`src/rtl/ram_stream_reader_pkg.sv`:
```
// Shared definitions for the RAM stream reader: sequencer state encoding
// and the legal range of the memory read latency.
package ram_stream_reader_pkg;

  typedef enum logic [1:0] {
    ST_IDLE  = 2'd0,
    ST_RUN   = 2'd1,
    ST_DRAIN = 2'd2
  } state_e;

  localparam int READ_LAT_MIN = 1;
  localparam int READ_LAT_MAX = 2;

  // The memory read port is either unregistered (1) or registered (2).
  function automatic bit read_lat_ok(input int lat);
    return (lat >= READ_LAT_MIN) && (lat <= READ_LAT_MAX);
  endfunction

endpackage

```
`src/rtl/ram_stream_reader_stream_fifo.sv`:
```
// Synchronous skid FIFO holding returned read data (plus a last flag).
// The head entry is visible combinationally on rdata; depth must be a
// power of two so the pointers wrap naturally.
module stream_fifo #(
  parameter int unsigned W     = 9,
  parameter int unsigned DEPTH = 4,
  localparam int unsigned PW   = (DEPTH > 1) ? $clog2(DEPTH) : 1,
  localparam int unsigned CW   = $clog2(DEPTH) + 1
) (
  input  logic          clk,
  input  logic          rst_n,
  input  logic          push,
  input  logic [W-1:0]  wdata,
  input  logic          pop,
  output logic [W-1:0]  rdata,
  output logic [CW-1:0] count,
  output logic          empty
);

  logic [W-1:0]  mem_q [DEPTH];
  logic [PW-1:0] wr_ptr_q, wr_ptr_d;
  logic [PW-1:0] rd_ptr_q, rd_ptr_d;
  logic [CW-1:0] count_q, count_d;
  logic          pop_en;
  logic          full;

  assign empty  = (count_q == '0);
  assign full   = (count_q == CW'(DEPTH));
  assign count  = count_q;
  assign rdata  = mem_q[rd_ptr_q];
  assign pop_en = pop & ~empty;

  // Next-state pointers and occupancy.
  always_comb begin
    wr_ptr_d = wr_ptr_q;
    rd_ptr_d = rd_ptr_q;
    count_d  = count_q;
    if (push)   wr_ptr_d = wr_ptr_q + 1'b1;
    if (pop_en) rd_ptr_d = rd_ptr_q + 1'b1;
    case ({push, pop_en})
      2'b10:   count_d = count_q + 1'b1;
      2'b01:   count_d = count_q - 1'b1;
      default: count_d = count_q;
    endcase
  end

  // Pointer and count registers.
  always_ff @(posedge clk or negedge rst_n) begin
    if (!rst_n) begin
      wr_ptr_q <= '0;
      rd_ptr_q <= '0;
      count_q  <= '0;
    end else begin
      wr_ptr_q <= wr_ptr_d;
      rd_ptr_q <= rd_ptr_d;
      count_q  <= count_d;
    end
  end

  // Storage; contents need no reset because count gates visibility.
  always_ff @(posedge clk) begin
    if (push) mem_q[wr_ptr_q] <= wdata;
  end

  // The producer's credit scheme must never push into a full FIFO.
  always_ff @(posedge clk) begin
    if (rst_n) assert (!(push && full && !pop_en));
  end

endmodule

```
`src/rtl/ram_stream_reader.sv`:
```
// Read-side sequencer: issues len consecutive reads from base (wrapping
// at MD) and streams the returned words out through a credit-controlled
// skid FIFO, so consumer backpressure never loses read data.
module ram_stream_reader
  import ram_stream_reader_pkg::*;
#(
  parameter int unsigned DW       = 8,
  parameter int unsigned MD       = 1024,
  parameter int unsigned AW       = $clog2(MD),
  parameter int unsigned READ_LAT = 2,
  parameter int unsigned FD       = 4
) (
  input  logic          clk,
  input  logic          rst_n,
  input  logic          start,
  input  logic [AW-1:0] base,
  input  logic [AW:0]   len,
  output logic          busy,
  output logic          done,
  output logic          rd,
  output logic [AW-1:0] adr_r,
  input  logic [DW-1:0] dat_r,
  output logic          out_vld,
  input  logic          out_rdy,
  output logic [DW-1:0] out_dat,
  output logic          out_last
);

  localparam int unsigned   CW       = $clog2(FD) + 1;
  localparam int unsigned   OW       = $clog2(FD + READ_LAT + 2) + 1;
  localparam logic [AW-1:0] LAST_ADR = AW'(MD - 1);
  localparam logic [AW:0]   LEN_ONE  = {{AW{1'b0}}, 1'b1};

  state_e              state_q, state_d;
  logic [AW-1:0]       addr_q, addr_d;
  logic [AW:0]         rem_q, rem_d;
  logic                rd_q, rd_d;
  logic                rd_last_q, rd_last_d;
  logic [AW-1:0]       adr_r_q, adr_r_d;
  logic                done_q, done_d;
  logic [READ_LAT-1:0] infl_q, infl_d;
  logic [READ_LAT-1:0] infl_last_q, infl_last_d;
  logic                push, pop, fifo_empty;
  logic [DW:0]         fifo_rdata;
  logic [CW-1:0]       fifo_count;
  logic [OW-1:0]       outstanding;
  logic                credit_ok;

  // Address increment wraps by comparison so MD need not be a power of two.
  function automatic logic [AW-1:0] next_adr(input logic [AW-1:0] a);
    return (a == LAST_ADR) ? '0 : a + 1'b1;
  endfunction

  stream_fifo #(
    .W     (DW + 1),
    .DEPTH (FD)
  ) u_fifo (
    .clk   (clk),
    .rst_n (rst_n),
    .push  (push),
    .wdata ({infl_last_q[READ_LAT-1], dat_r}),
    .pop   (pop),
    .rdata (fifo_rdata),
    .count (fifo_count),
    .empty (fifo_empty)
  );

  // The oldest in-flight flag marks the cycle dat_r is valid.
  assign push     = infl_q[READ_LAT-1];
  assign pop      = out_vld & out_rdy;
  assign out_vld  = ~fifo_empty;
  assign out_dat  = fifo_empty ? '0 : fifo_rdata[DW-1:0];
  assign out_last = ~fifo_empty & fifo_rdata[DW];
  assign busy     = (state_q != ST_IDLE);
  assign rd       = rd_q;
  assign adr_r    = adr_r_q;
  assign done     = done_q;

  // Words that will be owed after this edge if no new read is issued:
  // FIFO contents (less a word leaving now), reads in flight, and the read
  // currently presented to the memory. A new read fits only below FD.
  always_comb begin
    outstanding = OW'(fifo_count) + OW'(rd_q);
    for (int i = 0; i < int'(READ_LAT); i++) begin
      outstanding = outstanding + OW'(infl_q[i]);
    end
    outstanding = outstanding - OW'(pop);
    credit_ok   = (outstanding < OW'(FD));
  end

  // Shift register tracking which cycles carry returning read data.
  always_comb begin
    infl_d         = '0;
    infl_last_d    = '0;
    infl_d[0]      = rd_q;
    infl_last_d[0] = rd_last_q;
    for (int i = 1; i < int'(READ_LAT); i++) begin
      infl_d[i]      = infl_q[i-1];
      infl_last_d[i] = infl_last_q[i-1];
    end
  end

  // Sequencer: command accept, read issue with credit check, drain.
  always_comb begin
    state_d   = state_q;
    addr_d    = addr_q;
    rem_d     = rem_q;
    rd_d      = 1'b0;
    rd_last_d = 1'b0;
    adr_r_d   = adr_r_q;
    done_d    = 1'b0;
    case (state_q)
      ST_IDLE: begin
        if (start) begin
          if (len == '0) begin
            done_d = 1'b1;
          end else begin
            // The FIFO is empty here, so the first read always has credit.
            rd_d      = 1'b1;
            rd_last_d = (len == LEN_ONE);
            adr_r_d   = base;
            addr_d    = next_adr(base);
            rem_d     = len - 1'b1;
            state_d   = (len == LEN_ONE) ? ST_DRAIN : ST_RUN;
          end
        end
      end
      ST_RUN: begin
        if (credit_ok) begin
          rd_d      = 1'b1;
          rd_last_d = (rem_q == LEN_ONE);
          adr_r_d   = addr_q;
          addr_d    = next_adr(addr_q);
          rem_d     = rem_q - 1'b1;
          if (rem_q == LEN_ONE) state_d = ST_DRAIN;
        end
      end
      ST_DRAIN: begin
        if (pop && out_last) begin
          done_d  = 1'b1;
          state_d = ST_IDLE;
        end
      end
      default: state_d = ST_IDLE;
    endcase
  end

  // State, counters, registered memory-port outputs and in-flight flags.
  always_ff @(posedge clk or negedge rst_n) begin
    if (!rst_n) begin
      state_q     <= ST_IDLE;
      addr_q      <= '0;
      rem_q       <= '0;
      rd_q        <= 1'b0;
      rd_last_q   <= 1'b0;
      adr_r_q     <= '0;
      done_q      <= 1'b0;
      infl_q      <= '0;
      infl_last_q <= '0;
    end else begin
      state_q     <= state_d;
      addr_q      <= addr_d;
      rem_q       <= rem_d;
      rd_q        <= rd_d;
      rd_last_q   <= rd_last_d;
      adr_r_q     <= adr_r_d;
      done_q      <= done_d;
      infl_q      <= infl_d;
      infl_last_q <= infl_last_d;
    end
  end

  // Configuration sanity: supported latency and enough FIFO depth to stream.
  always_ff @(posedge clk) begin
    assert (read_lat_ok(int'(READ_LAT)) && (FD >= READ_LAT + 2));
  end

endmodule

```
`config.mk`:
```
export PLATFORM = sky130hd
export DESIGN_NAME = ram_stream_reader
export DESIGN_NICKNAME = d
export VERILOG_FILES = /design/src/rtl/ram_stream_reader_pkg.sv /design/src/rtl/ram_stream_reader_stream_fifo.sv /design/src/rtl/ram_stream_reader.sv
export SDC_FILE = /design/constraint.sdc
export NUM_CORES = 1
export LEC_CHECK = 0
export BUFFER_PORTS_ARGS = -buffer_cell sky130_fd_sc_hd__buf_2
export CAP_MARGIN = 20
export CORE_MARGIN = 4
export CORE_UTILIZATION = 40
export CTS_CLUSTER_SIZE = 14
export DETAILED_ROUTE_END_ITERATION = 16
export GPL_ROUTABILITY_DRIVEN = 0
export PLACE_DENSITY = 0.67
export SLEW_MARGIN = 20
export SYNTH_ARGS = -nofsm -noshare
export SYNTH_HDL_FRONTEND = slang
export SYNTH_SLANG_ARGS = --single-unit
```
`constraint.sdc`:
```
create_clock -name clk -period 5.9 [get_ports clk]
set_input_delay 1.18 -clock clk [delete_from_list [all_inputs] [get_ports clk]]
set_output_delay 1.18 -clock clk [all_outputs]
set_load 0.005 [all_outputs]
```
* Yosys cells after proc, flatten, opt, wreduce, memory -nomap -nowiden *
Memories as Yosys holds them, arrays and structs flattened.
Index checks and enable logic that the tools add are counted.

cells by class
  equal/unequal tests = 13
  add/subtract/negate cells = 12
  bitwise logic cells = 4
  reduce and logical (&&, ||, !) cells = 9
  $lt $le $gt $ge = 1
  multiplexer cells = 37

operator list
  cell                                                                           count
  10-bit two-way mux                                                             8
  10-bit case mux with 2 select lines                                            2
  11-bit two-way mux                                                             3
  11-bit by 1-bit == test with 1-bit output (second input constant)              2
  11-bit case mux with 2 select lines                                            1
  11-bit by 1-bit subtractor with 11-bit output (second input constant)          2
  10-bit by 1-bit adder with 10-bit output (second input constant)               2
  10-bit == test (second input constant)                                         2
  2-bit two-way mux                                                              6
  11-bit zero test                                                               1
  1-bit two-way mux                                                              11
  2-bit inequality test (second input constant)                                  5
  4-bit by 1-bit adder with 4-bit output                                         2
  8-bit two-way mux                                                              1
  1-bit case mux with 2 select lines                                             3
  2-bit case mux with 3 select lines                                             1
  3-bit case mux with 2 select lines                                             1
  2-bit nonzero test                                                             3
  5-bit AND reduction                                                            1
  2-bit by 1-bit adder with 2-bit output (second input constant)                 2
  3-bit by 1-bit adder with 4-bit output                                         1
  2-bit by 1-bit == test with 1-bit output (second input constant)               2
  2-bit == test (second input constant)                                          2
  4-bit by 3-bit less-than comparator with 1-bit output (second input constant)  1
  other kinds (9)                                                                11

storage, ports and cells
  logic and storage cells = 89
  register bits after elaboration = 47
  input port bits = 33
  memories = 1
  RAM bits = 36

memory list
  name          words  bits a word  rd ports  clocked after memory_dff  write ports  RTL line                             RTL
  u_fifo.mem_q  4      9            1         0                         1            ram_stream_reader_stream_fifo.sv:20  logic [W-1:0] mem_q [DEPTH];

* Longest topological paths before layout *
  depth in word-level cells = 7
  gate-level depth with buffers = 14

* Modules after synthesis *
Synthesis repeated with hierarchy kept, for this count alone.

second synthesis, totals
  cell total of the unflattened synthesis = 413
  area total of the unflattened synthesis = 4509.3 µm²

modules (own cells, without submodules)
  module             cells an instance  area an instance (µm²)  seq. area each (µm²)  times used
  ram_stream_reader  330                2807.7                  1001.0                1
  stream_fifo        83                 1701.6                  1256.2                1

* Least setup slack after synthesis *
No wires, ideal clock.

  path type = input to register
  start point = in out_rdy
  end point = reg addr_q[0]
  arrival time = 3.765 ns
  cell stages on the path = 12
  slack = 2.010 ns
  required time = 5.775 ns
  cells stage by stage = and2_1 clkbuf_1 ha_1 inv_1 fa_1 ha_1 and3_1 or4_4 a21oi_4 nor2_8 inv_4 mux2_2

between the ends
  word-level cells in the longest chain between the ends = 5

ends and longest elaborated chain
  element                                                RTL line                  RTL
  start: declaration                                     ram_stream_reader.sv:24   input logic out_rdy,
  1-bit bitwise AND                                      ram_stream_reader.sv:70   assign pop = out_vld & out_rdy;
  4-bit by 1-bit subtractor with 4-bit output            ram_stream_reader.sv:87   outstanding = outstanding - OW'(pop);
  4-bit by 3-bit less-than comparator with 1-bit output  ram_stream_reader.sv:88   credit_ok = (outstanding < OW'(FD));
  2-bit inequality test (no source line)                 -
  4-bit AND reduction (no source line)                   -
  end signal: assignment                                 ram_stream_reader.sv:162  addr_q <= addr_d;
  end: declaration                                       ram_stream_reader.sv:35   logic [AW-1:0] addr_q, addr_d;

Every way passes these cells.
A chain may end at the register's enable or synchronous reset.

* Worst setup path after layout *
  start point = reg u_fifo.count_q[0] (netlist: u_fifo.count[0])
  end point = reg addr_q[7]

between the ends
  word-level cells in the longest chain between the ends = 7

ends and longest elaborated chain
  element                                                                      RTL line                                                      RTL
  start: declaration                                                           ram_stream_reader_stream_fifo.sv:23                           logic [CW-1:0] count_q, count_d;
  start signal: assignment                                                     ram_stream_reader_stream_fifo.sv:56                           count_q <= count_d;
  3-bit by 1-bit adder with 4-bit output or 3-bit zero test (tied branches)    ram_stream_reader.sv:83, ram_stream_reader_stream_fifo.sv:27
  4-bit by 1-bit adder with 4-bit output or 1-bit NOT (tied branches)          ram_stream_reader.sv:85, ram_stream_reader.sv:71
  4-bit by 1-bit adder with 4-bit output or 1-bit bitwise AND (tied branches)  ram_stream_reader.sv:85, ram_stream_reader.sv:70
  4-bit by 1-bit subtractor with 4-bit output *                                ram_stream_reader.sv:87
  4-bit by 3-bit less-than comparator with 1-bit output *                      ram_stream_reader.sv:88
  2-bit inequality test (no source line) *                                     -
  4-bit AND reduction (no source line) *                                       -

Mark *: on every way between the ends. The rest lies on a longest branch, timed or not.

==> implementation parameters <==
Parameter                              Value

Pwr
  Total power of the final layout    2.717 mW
  P per Cell Area    536.1 nW/um2
  Leakage    2.056 nW
  IR Drop Worst-Case VDD    0.3173 mV

Timing
  Top achievable clock speed    236.0 MHz
  Final sum of negative setup slack    0 ns
  Post-Route Skew    0.01212 ns
  Final setup violation count    0
  Worst relative slew slack    31.60%
  Period utilization    71.83%
  Minimum period implied by the final worst setup slack    4.238 ns
  Worst-margin pin slew    1.024 ns
  Unrepaired setup endpoints after global routing    no
  Final hold vios    0
  Number of pins with negative max-slew slack in the final report    0
  Hold Slack    0.3564 ns

Floorplan
  Number of top-level design ports    56
  Initial standard-cell utilization of the core    41.09%
  Die boundary height    113.8 um
  Width of the chip    113.8 um
  Die area    12,940 um2
  Placement row count    38
  Placeable core area    10,890 um2

Setup path
  Beginning of the critical path    u_fifo.count[0]
  Data arrival time of the critical path    4.47 ns
  Setup slack on the worst flop-to-flop path    1.66 ns
  Setup CP Type    flip-flop to flip-flop
  Source of the worst register-to-register timing path    u_fifo.count[0]
  Setup crit start kind    flip-flop
  Critical path peak fanout    18
  Critical path capture point type    flip-flop
  Required time of the worst setup path    6.13 ns

Synthesis
  Cells after synthesis    395
  Number of distinct standard cells referenced by the synthesized netlist    67
  Seq cells post-synth    83
  Share of synthesized cell area in full adder, half adder and majority cells    5.369%
  Share of synthesized area occupied by flip-flops and latches    50.45%
  Compound-Gate Fraction of Synth Area    14.82%
  Parity-gate share of the synthesized area counting xor and xnor cells    3.719%
  Multiplexer area fraction after synthesis    5.509%
  Most used DFF post-synth    dfrtp_1
  Syn Area/Cell    11.33 um2
  Net count of the mapped netlist    446
  Post-Syn Area    4474 um2
  Largest family of logic cells by synthesized area    simple AND/OR/NAND/NOR gates
  Proportion of register bits with asynchronous set or reset after synthesis    56.63%
  Yosys warns    0
  Fraction of the mapped netlist area in simple logic gates    15.94%
  Number of synthesized flops with an enable pin    36

Detailed routing
  Total via count in the routed design    3,271
  Routed length per placed instance    16.09 um
  Detail-routed via count per cell    5.591
  Post-route DRC violation count    0
  First drt pass iteration count    6
  Detailed Route WL    9410 um
  Number of antenna-violating nets in the routed design    0
  DRC marker count from the first detailed-route iteration    206

Worst hold path
  Type of the tightest min-delay check    flip-flop to flip-flop
  Hold Path Origin    rd_last_q

Clocking
  Post-CTS Repair Setup Buffers    0
  Root Driver    clkbuf_8
  CTS sink count    83
  Total clock buffers created by CTS    9
  Post-CTS clock slew at the launch and capture registers of the worst setup and hold paths    0.09 ns
  Deepest clock path buffer count    2
  Insertion delay of the later-clocked pin in the worst-skew pair    0.36 ns
  Resized cells post-CTS    0
  Quantity of hold-fixing buffers added after cts    0
  # H-tree levels    3
  Clock tree from TritonCTS    built

Cells and area
  Diodes inserted    0
  Commonest non-fill, non-tap cell in the layout    buf_2
  Layout overhead on the synthesized area    13.26%
  Nets@finish    491
  FF+latch area    2257 um2
  Fraction of layout cells with a size suffix above 1    21.80%
  Highest-count cells in the layout ignoring fill and taps    buf_2, dfrtp_1, edfxtp_1
  Final core area utilization    46.54%
  Area occupied by multi-input gates    2029 um2
  Filler instances    1,023

Global routing
  Vias in the first global route    3,358
  Largest net degree at the start of global routing    48
  Antenna violations before repair    0
  Remaining global-route overflow    0
  Global-route wire length before repair    16,120 um
  All-Layer GR Usage    15.49%

Placement
  Post-DP HPWL    6681 um
  Number of I/O port buffers    55

Run
  Number of violations of the max-capacitance limit    0

Outcome
  Result of the run    complete, no violations
==> power breakdown <==
group | internal [mW] | total (mW) | switching, mW
Combinational | 0.555 | 1.33 | 0.775
Clock | 0.246 | 0.464 | 0.218
Sequential | 0.776 | 0.923 | 0.148
==> routing by layer <==
metal / wire [um] / track usage [%] / vias to the layer above
li1: - / - / 1580
met1: 4245 / 20.32 / 1586
met2: 4622 / 25.76 / 93
met3: 443 / 3.660 / 12
met4: 99 / 4.327 / 0
met5: 0 / 0 / -
==> area by class of cell <==
| class | count | area share, % |
|---|---|---|
| repair buffers | 56 | 5.630 |
| well taps | 140 | 3.457 |
| flip-flops and latches | 83 | 44.54 |
| inverters | 22 | 1.679 |
| clock inverters | 7 | 2.198 |
| clock buffers | 9 | 2.444 |
| multi-input cells | 268 | 40.05 |
==> worst max-delay path: stages (launching register included) <==
cell and delay, ns:
dfrtp_1 0.44, or3_1 0.57, and2_1 0.30, ha_1 0.30
inv_1 0.04, fa_1 0.35, ha_1 0.27, and3_1 0.15
or4_4 0.52, a21oi_4 0.56, nor2_8 0.08, inv_4 0.18
mux2_2 0.36
==> flip-flops by register name, summed over array words and instances (netlist names), 2 cells and up <==
register	count
addr_q	10
adr_r	10
infl_last_q	2
infl_q	2
rem_q	11
state_q	2
u_fifo.count	3
u_fifo.mem_q	36
u_fifo.rd_ptr_q	2
u_fifo.wr_ptr_q	2
==> stage by stage <==
step                instances  setup WS [ns]  area (um2)
global placement          569          1.521        4830
finish                    585          1.662        5067
CTS                       585          1.637        5065
global route              585          1.461        5067
floorplan                 395          2.010        4474
detailed placement        569          1.455        4830
==> kinds of logic (layout without fill, tap and decap cells) <==
kind of cell / after synthesis / in the layout
AOI/OAI and AO/OA: 91 / 91
xor gates and xnor gates: 19 / 19
adders and majority gates: 18 / 18
buffers and inverters: 44 / 94
DFF: 83 / 83
muxes: 13 / 13
and+or+nand+nor: 127 / 127
==> synthesized netlist by cell type (2+ instances only) <==
cell | number | area share [%]
fa_1 | 2 | 0.89
mux2_2 | 3 | 0.75
a21oi_4 | 2 | 0.73
o211a_1 | 2 | 0.45
edfxtp_1 | 36 | 24
inv_1 | 21 | 1.8
xor2_1 | 10 | 2.0
a2bb2oi_1 | 3 | 0.59
o31a_1 | 2 | 0.39
a21o_1 | 3 | 0.50
o22ai_1 | 15 | 2.1
o211ai_1 | 2 | 0.34
o32ai_1 | 2 | 0.39
and2_1 | 15 | 2.1
and3_1 | 4 | 0.56
buf_2 | 7 | 0.78
ha_1 | 16 | 4.5
nor2_1 | 18 | 1.5
nand3_1 | 16 | 1.8
or3_1 | 3 | 0.42
nor2_8 | 2 | 0.89
nor3_1 | 24 | 2.7
o21ai_0 | 16 | 1.8
o31ai_1 | 4 | 0.67
nor4_1 | 3 | 0.42
a22o_1 | 2 | 0.39
a211oi_1 | 2 | 0.34
and4_1 | 2 | 0.39
mux4_2 | 9 | 4.5
nand4_1 | 5 | 0.70
a21oi_1 | 16 | 1.8
dfrtp_1 | 47 | 26
or4_1 | 4 | 0.67
nand2_1 | 19 | 1.6
a32oi_1 | 2 | 0.39
a22oi_1 | 3 | 0.50
clkbuf_1 | 13 | 1.1
or4_4 | 2 | 0.50
o22a_1 | 2 | 0.39
xnor2_1 | 9 | 1.8
==> worst paths after layout <==
kind / to / depth (start not counted)
worst max-delay path: addr_q[7] / 12
worst min-delay path: infl_last_q[0] / 0
worst max register to register: addr_q[7] / 12
worst min register to register: infl_last_q[0] / 0
max in group asynchronous: addr_q[7] / 1
min in group asynchronous: addr_q[4] / 1
(Power assumes the default switching activity.)
